**src/rtl/syscall_unit.sv**
```systemverilog
// syscall_unit
//   Multi-cycle responder for the decoder's syscall strobe. Services the
//   SPIM-style calls selected by $v0 (vreg), with $a0 (areg) as argument:
//     4  = print string (NUL-terminated, read through the word read port)
//     11 = print char   (areg[7:0])
//     10 = exit         (sticky halt)
//   Characters leave over a valid/ready handshake. The CPU is stalled until
//   the call completes, then released for exactly one DONE cycle.
//
// Ports
//   clk, reset            clock, asynchronous active-high reset
//   syscall, vreg, areg   decoder strobe (level) and $v0/$a0 values
//   stall                 freezes PC and register writes
//   mem_rd, mem_addr      one-cycle word read request, word-aligned address
//   mem_rdata             read data, valid the cycle after mem_rd
//   char_valid/data/ready console sink handshake
//   halt                  sticky, set by exit
//   err                   one-cycle pulse: unsupported call or truncation
//
// state  | meaning
// IDLE   | waiting for syscall; decodes vreg when it is seen
// FETCH  | word read request at the aligned string pointer
// WAIT   | capture the returned word
// EMIT   | offer the byte under the pointer to the console
// PUTC   | offer the latched print-char byte to the console
// DONE   | one unstalled cycle so the CPU retires the SYSCALL
// HALTED | exit taken; stalled until reset
module syscall_unit #(
  parameter int MAX_LEN    = 256,
  parameter bit BIG_ENDIAN = 1'b1
) (
  input  logic        clk,
  input  logic        reset,
  input  logic        syscall,
  input  logic [31:0] vreg,
  input  logic [31:0] areg,
  output logic        stall,
  output logic        mem_rd,
  output logic [31:0] mem_addr,
  input  logic [31:0] mem_rdata,
  output logic        char_valid,
  output logic [7:0]  char_data,
  input  logic        char_ready,
  output logic        halt,
  output logic        err
);

  localparam int CW = $clog2(MAX_LEN + 1);
  localparam logic [CW-1:0] CNT_MAX = CW'(MAX_LEN);

  localparam logic [2:0] IDLE   = 3'd0;
  localparam logic [2:0] FETCH  = 3'd1;
  localparam logic [2:0] WAIT   = 3'd2;
  localparam logic [2:0] EMIT   = 3'd3;
  localparam logic [2:0] PUTC   = 3'd4;
  localparam logic [2:0] DONE   = 3'd5;
  localparam logic [2:0] HALTED = 3'd6;

  logic [2:0]    state, state_nxt;
  logic [31:0]   addr;
  logic [31:0]   addr_inc;
  logic [31:0]   word;
  logic [CW-1:0] cnt;
  logic [7:0]    pchar;
  logic          err_q;
  logic          err_set;
  logic [1:0]    lane;
  logic [7:0]    cur_byte;
  logic          emit_ok;
  logic          xfer;

  // Big-endian puts byte offset 0 in the top lane, so the lane index is
  // the bitwise complement of the offset.
  assign lane     = BIG_ENDIAN ? ~addr[1:0] : addr[1:0];
  assign cur_byte = word[{lane, 3'b000} +: 8];
  assign addr_inc = addr + 32'd1;

  // A byte is offered only when it is neither the terminator nor past the
  // truncation limit.
  assign emit_ok = (state == EMIT) && (cur_byte != 8'h00) && (cnt != CNT_MAX);

  assign char_valid = emit_ok || (state == PUTC);
  assign char_data  = (state == PUTC) ? pchar :
                      emit_ok         ? cur_byte : 8'h00;
  assign xfer       = char_valid && char_ready;

  assign mem_rd   = (state == FETCH);
  assign mem_addr = (state == FETCH) ? {addr[31:2], 2'b00} : 32'h0000_0000;

  // The syscall cycle itself is stalled, hence the combinational IDLE term.
  assign stall = ((state == IDLE) && syscall) ||
                 (state == FETCH) || (state == WAIT) || (state == EMIT) ||
                 (state == PUTC)  || (state == HALTED);

  assign halt = (state == HALTED);
  assign err  = err_q;

  always_comb begin
    state_nxt = state;
    err_set   = 1'b0;
    case (state)
      IDLE: begin
        if (syscall) begin
          case (vreg)
            32'd4:   state_nxt = FETCH;
            32'd11:  state_nxt = PUTC;
            32'd10:  state_nxt = HALTED;
            default: begin
              state_nxt = DONE;
              err_set   = 1'b1;
            end
          endcase
        end
      end
      FETCH: state_nxt = WAIT;
      WAIT:  state_nxt = EMIT;
      EMIT: begin
        if (cur_byte == 8'h00) begin
          state_nxt = DONE;
        end else if (cnt == CNT_MAX) begin
          state_nxt = DONE;
          err_set   = 1'b1;
        end else if (char_ready && (addr_inc[1:0] == 2'b00)) begin
          // Pointer crossed into the next word: it must be fetched first.
          state_nxt = FETCH;
        end
      end
      PUTC: begin
        if (char_ready) state_nxt = DONE;
      end
      DONE:   state_nxt = IDLE;
      HALTED: state_nxt = HALTED;
      default: state_nxt = IDLE;
    endcase
  end

  always_ff @(posedge clk or posedge reset) begin
    if (reset) begin
      state <= IDLE;
      addr  <= 32'h0000_0000;
      word  <= 32'h0000_0000;
      cnt   <= '0;
      pchar <= 8'h00;
      err_q <= 1'b0;
    end else begin
      state <= state_nxt;
      err_q <= err_set;
      case (state)
        IDLE: begin
          if (syscall && (vreg == 32'd4)) begin
            addr <= areg;
            cnt  <= '0;
          end
          if (syscall && (vreg == 32'd11)) begin
            pchar <= areg[7:0];
          end
        end
        WAIT: word <= mem_rdata;
        EMIT: begin
          if (xfer) begin
            addr <= addr_inc;
            cnt  <= cnt + CW'(1);
          end
        end
        default: begin
        end
      endcase
    end
  end

endmodule

```
**config.mk**
```make
export PLATFORM = sky130hd
export DESIGN_NAME = syscall_unit
export DESIGN_NICKNAME = d
export VERILOG_FILES = /design/src/rtl/syscall_unit.sv
export SDC_FILE = /design/constraint.sdc
export NUM_CORES = 1
export LEC_CHECK = 0
export BUFFER_PORTS_ARGS = -buffer_cell sky130_fd_sc_hd__buf_2
export CAP_MARGIN = 20
export CELL_PAD_IN_SITES_DETAIL_PLACEMENT = 1
export CELL_PAD_IN_SITES_GLOBAL_PLACEMENT = 1
export CORE_AREA = 2 2 111 113
export CTS_CLUSTER_DIAMETER = 50
export CTS_CLUSTER_SIZE = 28
export DETAILED_ROUTE_END_ITERATION = 6
export DIE_AREA = 0 0 113 115
export PLACE_DENSITY = 0.86
export SKIP_CTS_REPAIR_TIMING = 1
export SYNTH_ARGS = -nofsm -noshare
export SYNTH_HDL_FRONTEND = slang
export SYNTH_SLANG_ARGS = --single-unit
```
**constraint.sdc**
```tcl
create_clock -name clk -period 7.6 [get_ports clk]
set_input_delay 1.14 -clock clk [delete_from_list [all_inputs] [get_ports clk]]
set_output_delay 1.14 -clock clk [all_outputs]
set_load 0.01 [all_outputs]
```
==> flow_summary_export.csv <==
group,metric,value,unit
detailed_routing,vias,4680,
worst_setup_path,reg2reg_slack,4.31,ns
synth,synth_top_area_share,42.51,%
cts,ctsHtreeMaxLevel,3,
floorplanning,chipWidth,113,um
worst_setup_path,end_kind,"output pin",
detailed_routing,viasPerCell,6.094,
placed_design,hpwl,10550,um
detailed_routing,drt-pass1-iter-count,6,
detailed_routing,drc_errors,9,
cells_and_area,final_cells,768,
cts,cts_root_buf,"clkbuf_16",
synth,seq_area_frac_synth,42.51,%
cts,insertion_delay,0.34,ns
min_path,holdPathEnd,"word[20]",
floorplanning,coreArea,11810,um2
grt,grt_overflow,0,
synth,synth_edf_count,0,
worst_setup_path,crit_required,6.46,ns
pwr,p_seq_share,40.7,%
synth,synth.top_cells.by_area,"dfrtp_1 43%, mux2_2 9.0%, and2_1 4.5%",
timing,max_freq,234.9,MHz
min_path,hold_depth,1,
synth,yosys.cell_types.count,52,
floorplanning,die_h,115,um
pwr,p_leak,2.790,nW
floorplanning,io_pins,145,
min_path,worst_hold_path_type,"register to register",
detailed_routing,drt-wirelength-per-cell,20.50,um
cells_and_area,drive_above_1_share,35.91,%
placed_design,dp.cells,751,
floorplanning,row_count,40,
cts,cts_buffers,9,
synth,synthesis.area,5004,um2
synth,synthCells,496,
timing,slew_viol_final,0,
grt,track_usage,24.20,%
timing,rsz0062_at_grt,"no",
detailed_routing,drtIter0Drc,292,
cells_and_area,syn2layout_area_growth,21.56,%
synth,yosysMostFrequentCell,"dfrtp_1",
pwr,p_clk_share,20.5,%
timing,hold_viol_final,0,
pwr,swShare,38.81,%
pwr,p_sw,827.7,uW
synth,synthTopCellsByCount,"85 x dfrtp_1, 40 x mux2_2, 39 x a21oi_1, 36 x and2_1, 36 x nor2_1",
synth,syn_area_per_cell,10.09,um2
timing,period_share,56.01,%
synth,synthFlopType,"dfrtp_1",
pwr,powerDensity,350.6,nW/um2
detailed_routing,detail-route-antenna-nets,0,
worst_setup_path,r2r_end,"addr[4]",
floorplanning,die_area,13000,um2
cells_and_area,nets,720,
placed_design,gp_congestion,0.8354,
pwr,power_frac_comb,38.8,%
synth,synth_top_cell_by_area,"dfrtp_1",
pwr,intPower,1.305,mW
timing,period_needed,4.257,ns
worst_setup_path,cpPeakStageDelay,0.80,ns
synth,ys_seq_elements,85,
cells_and_area,multiInputGateArea,2669,um2
placed_design,port_buffers,142,
timing,fin_skew,0.004649,ns
flow_run,cap_violations,0,
detailed_routing,wirelength,15740,um
worst_setup_path,cp_cell_sequence,"mux4_1, or4_4, nor2_1, nor2b_1, or2_2, buf_2",
synth,yosys_warnings,0,
worst_setup_path,arrival,3.12,ns
worst_setup_path,startpoint_type,"register",
timing,worst_slew_pin_slew,1.043,ns
min_path,worstHoldStart,"word[20]",
timing,finalSetupTns,0,ns
timing,finalSetupViolCount,0,
worst_setup_path,cp_max_fo,14,
worst_setup_path,reg2reg_depth,6,
grt,grt_max_degree,86,
cells_and_area,nFillCells,1357,
pwr,irDropWorstVdd,0.1985,mV
cts,cts_sinks,85,
grt,grt_pass1_wl,25300,um
cells_and_area,seqCellArea,2127,um2
cts,clk_pin_slew,0.06,ns
worst_setup_path,cp_slowest_cell,"dfrtp_1",
outcome,violations,"DRC",
worst_setup_path,regToRegStartpoint,"addr[0]",
grt,antenna_found_initial,0,
grt,grt_pass1_vias,4970,
timing,maxSlewHeadroom,29.92,%
worst_setup_path,path_class,"register to output pin",
timing,hold_ws,0.5053,ns
cts,cts_tree,"done",
synth,async_flop_share,100.0,%
floorplanning,initial_core_util,42.36,%
cts,cts_max_path_buffers,2,
outcome,outcome,"complete, but fails checks",
cells_and_area,antennaDiodeCount,0,
-- stage by stage --
stage	util [%]	power [mW]	worst slack (ns)	cell area (um2)
after floorplan	-	1.399	4.267	5007
after global placement	48.74	1.610	3.830	5757
after detailed placement	48.74	1.680	3.718	5757
after CTS	51.21	2.128	3.323	6048
after global routing	51.49	2.275	3.193	6082
final	51.49	2.132	3.343	6082
-- power groups by stage --
| stage | clock, mW | combinational (mW) | sequential (mW) |
|---|---|---|---|
| final | 0.437 | 0.827 | 0.869 |
| after global routing | 0.464 | 0.914 | 0.897 |
| after CTS | 0.442 | 0.826 | 0.860 |
| after detailed placement | 0 | 0.818 | 0.862 |
| after global placement | 0 | 0.769 | 0.842 |
| after floorplan | 0 | 0.642 | 0.757 |
-- critical path, delay by kind of cell (launching register included) --
family | cells | cell delay (ns)
buf+inv | 1 | 0.14
simple gates | 4 | 1.14
flops | 1 | 0.80
mux | 1 | 0.69
-- cell families after synthesis --
| kind of cell | Yosys count | share of synthesized area [%] |
|---|---|---|
| buffers and inverters | 49 | 4.526 |
| AOI/OAI and AO/OA | 153 | 21.23 |
| muxes | 49 | 12.95 |
| DFF | 85 | 42.51 |
| and+or+nand+nor | 155 | 17.70 |
| adders and majority gates | 4 | 1.000 |
| other | 1 | 0.07495 |
-- cells in the final DEF (no fill, tap or decap), types with 13 or more instances in the layout --
cell	instances
a21oi_1	39
a31oi_1	33
a41oi_1	13
and2_1	36
buf_2	142
dfrtp_1	85
mux2_2	40
nand2_1	13
nand3_1	13
nor2_1	35
o22a_1	21
-- how the worst max path moves through the flow --
stage | from | endpoint | depth (start not counted)
after floorplan | reset | addr[0] | 1
after global placement | addr[0] | char_valid | 6
after detailed placement | addr[0] | char_valid | 6
after CTS | addr[0] | char_valid | 6
after global routing | addr[0] | char_valid | 6
final | addr[0] | char_valid | 6
-- area by class of cell --
cell class / instances / share of cell area, %
multi-input combinational: 363 / 43.88
sequential: 85 / 34.97
timing repair buffer: 148 / 12.75
clock buffer: 9 / 3.703
tap: 147 / 3.024
clock inverter: 7 / 1.090
inverter: 9 / 0.5760
-- metal layers --
metal / track usage (%) / vias up / routed length, um
li1: - / 2141 / -
met3: 5.957 / 25 / 971
met5: 0 / - / 0
met1: 29.33 / 2365 / 6481
met2: 42.51 / 149 / 8003
met4: 8.049 / 0 / 287
-- state kept, by name, indices dropped and copies added (netlist names) --
register and count:
state 3, err 1, cnt 9, addr 32, pchar 8, word 32
No activity file was read; power rests on OpenSTA's default activity.
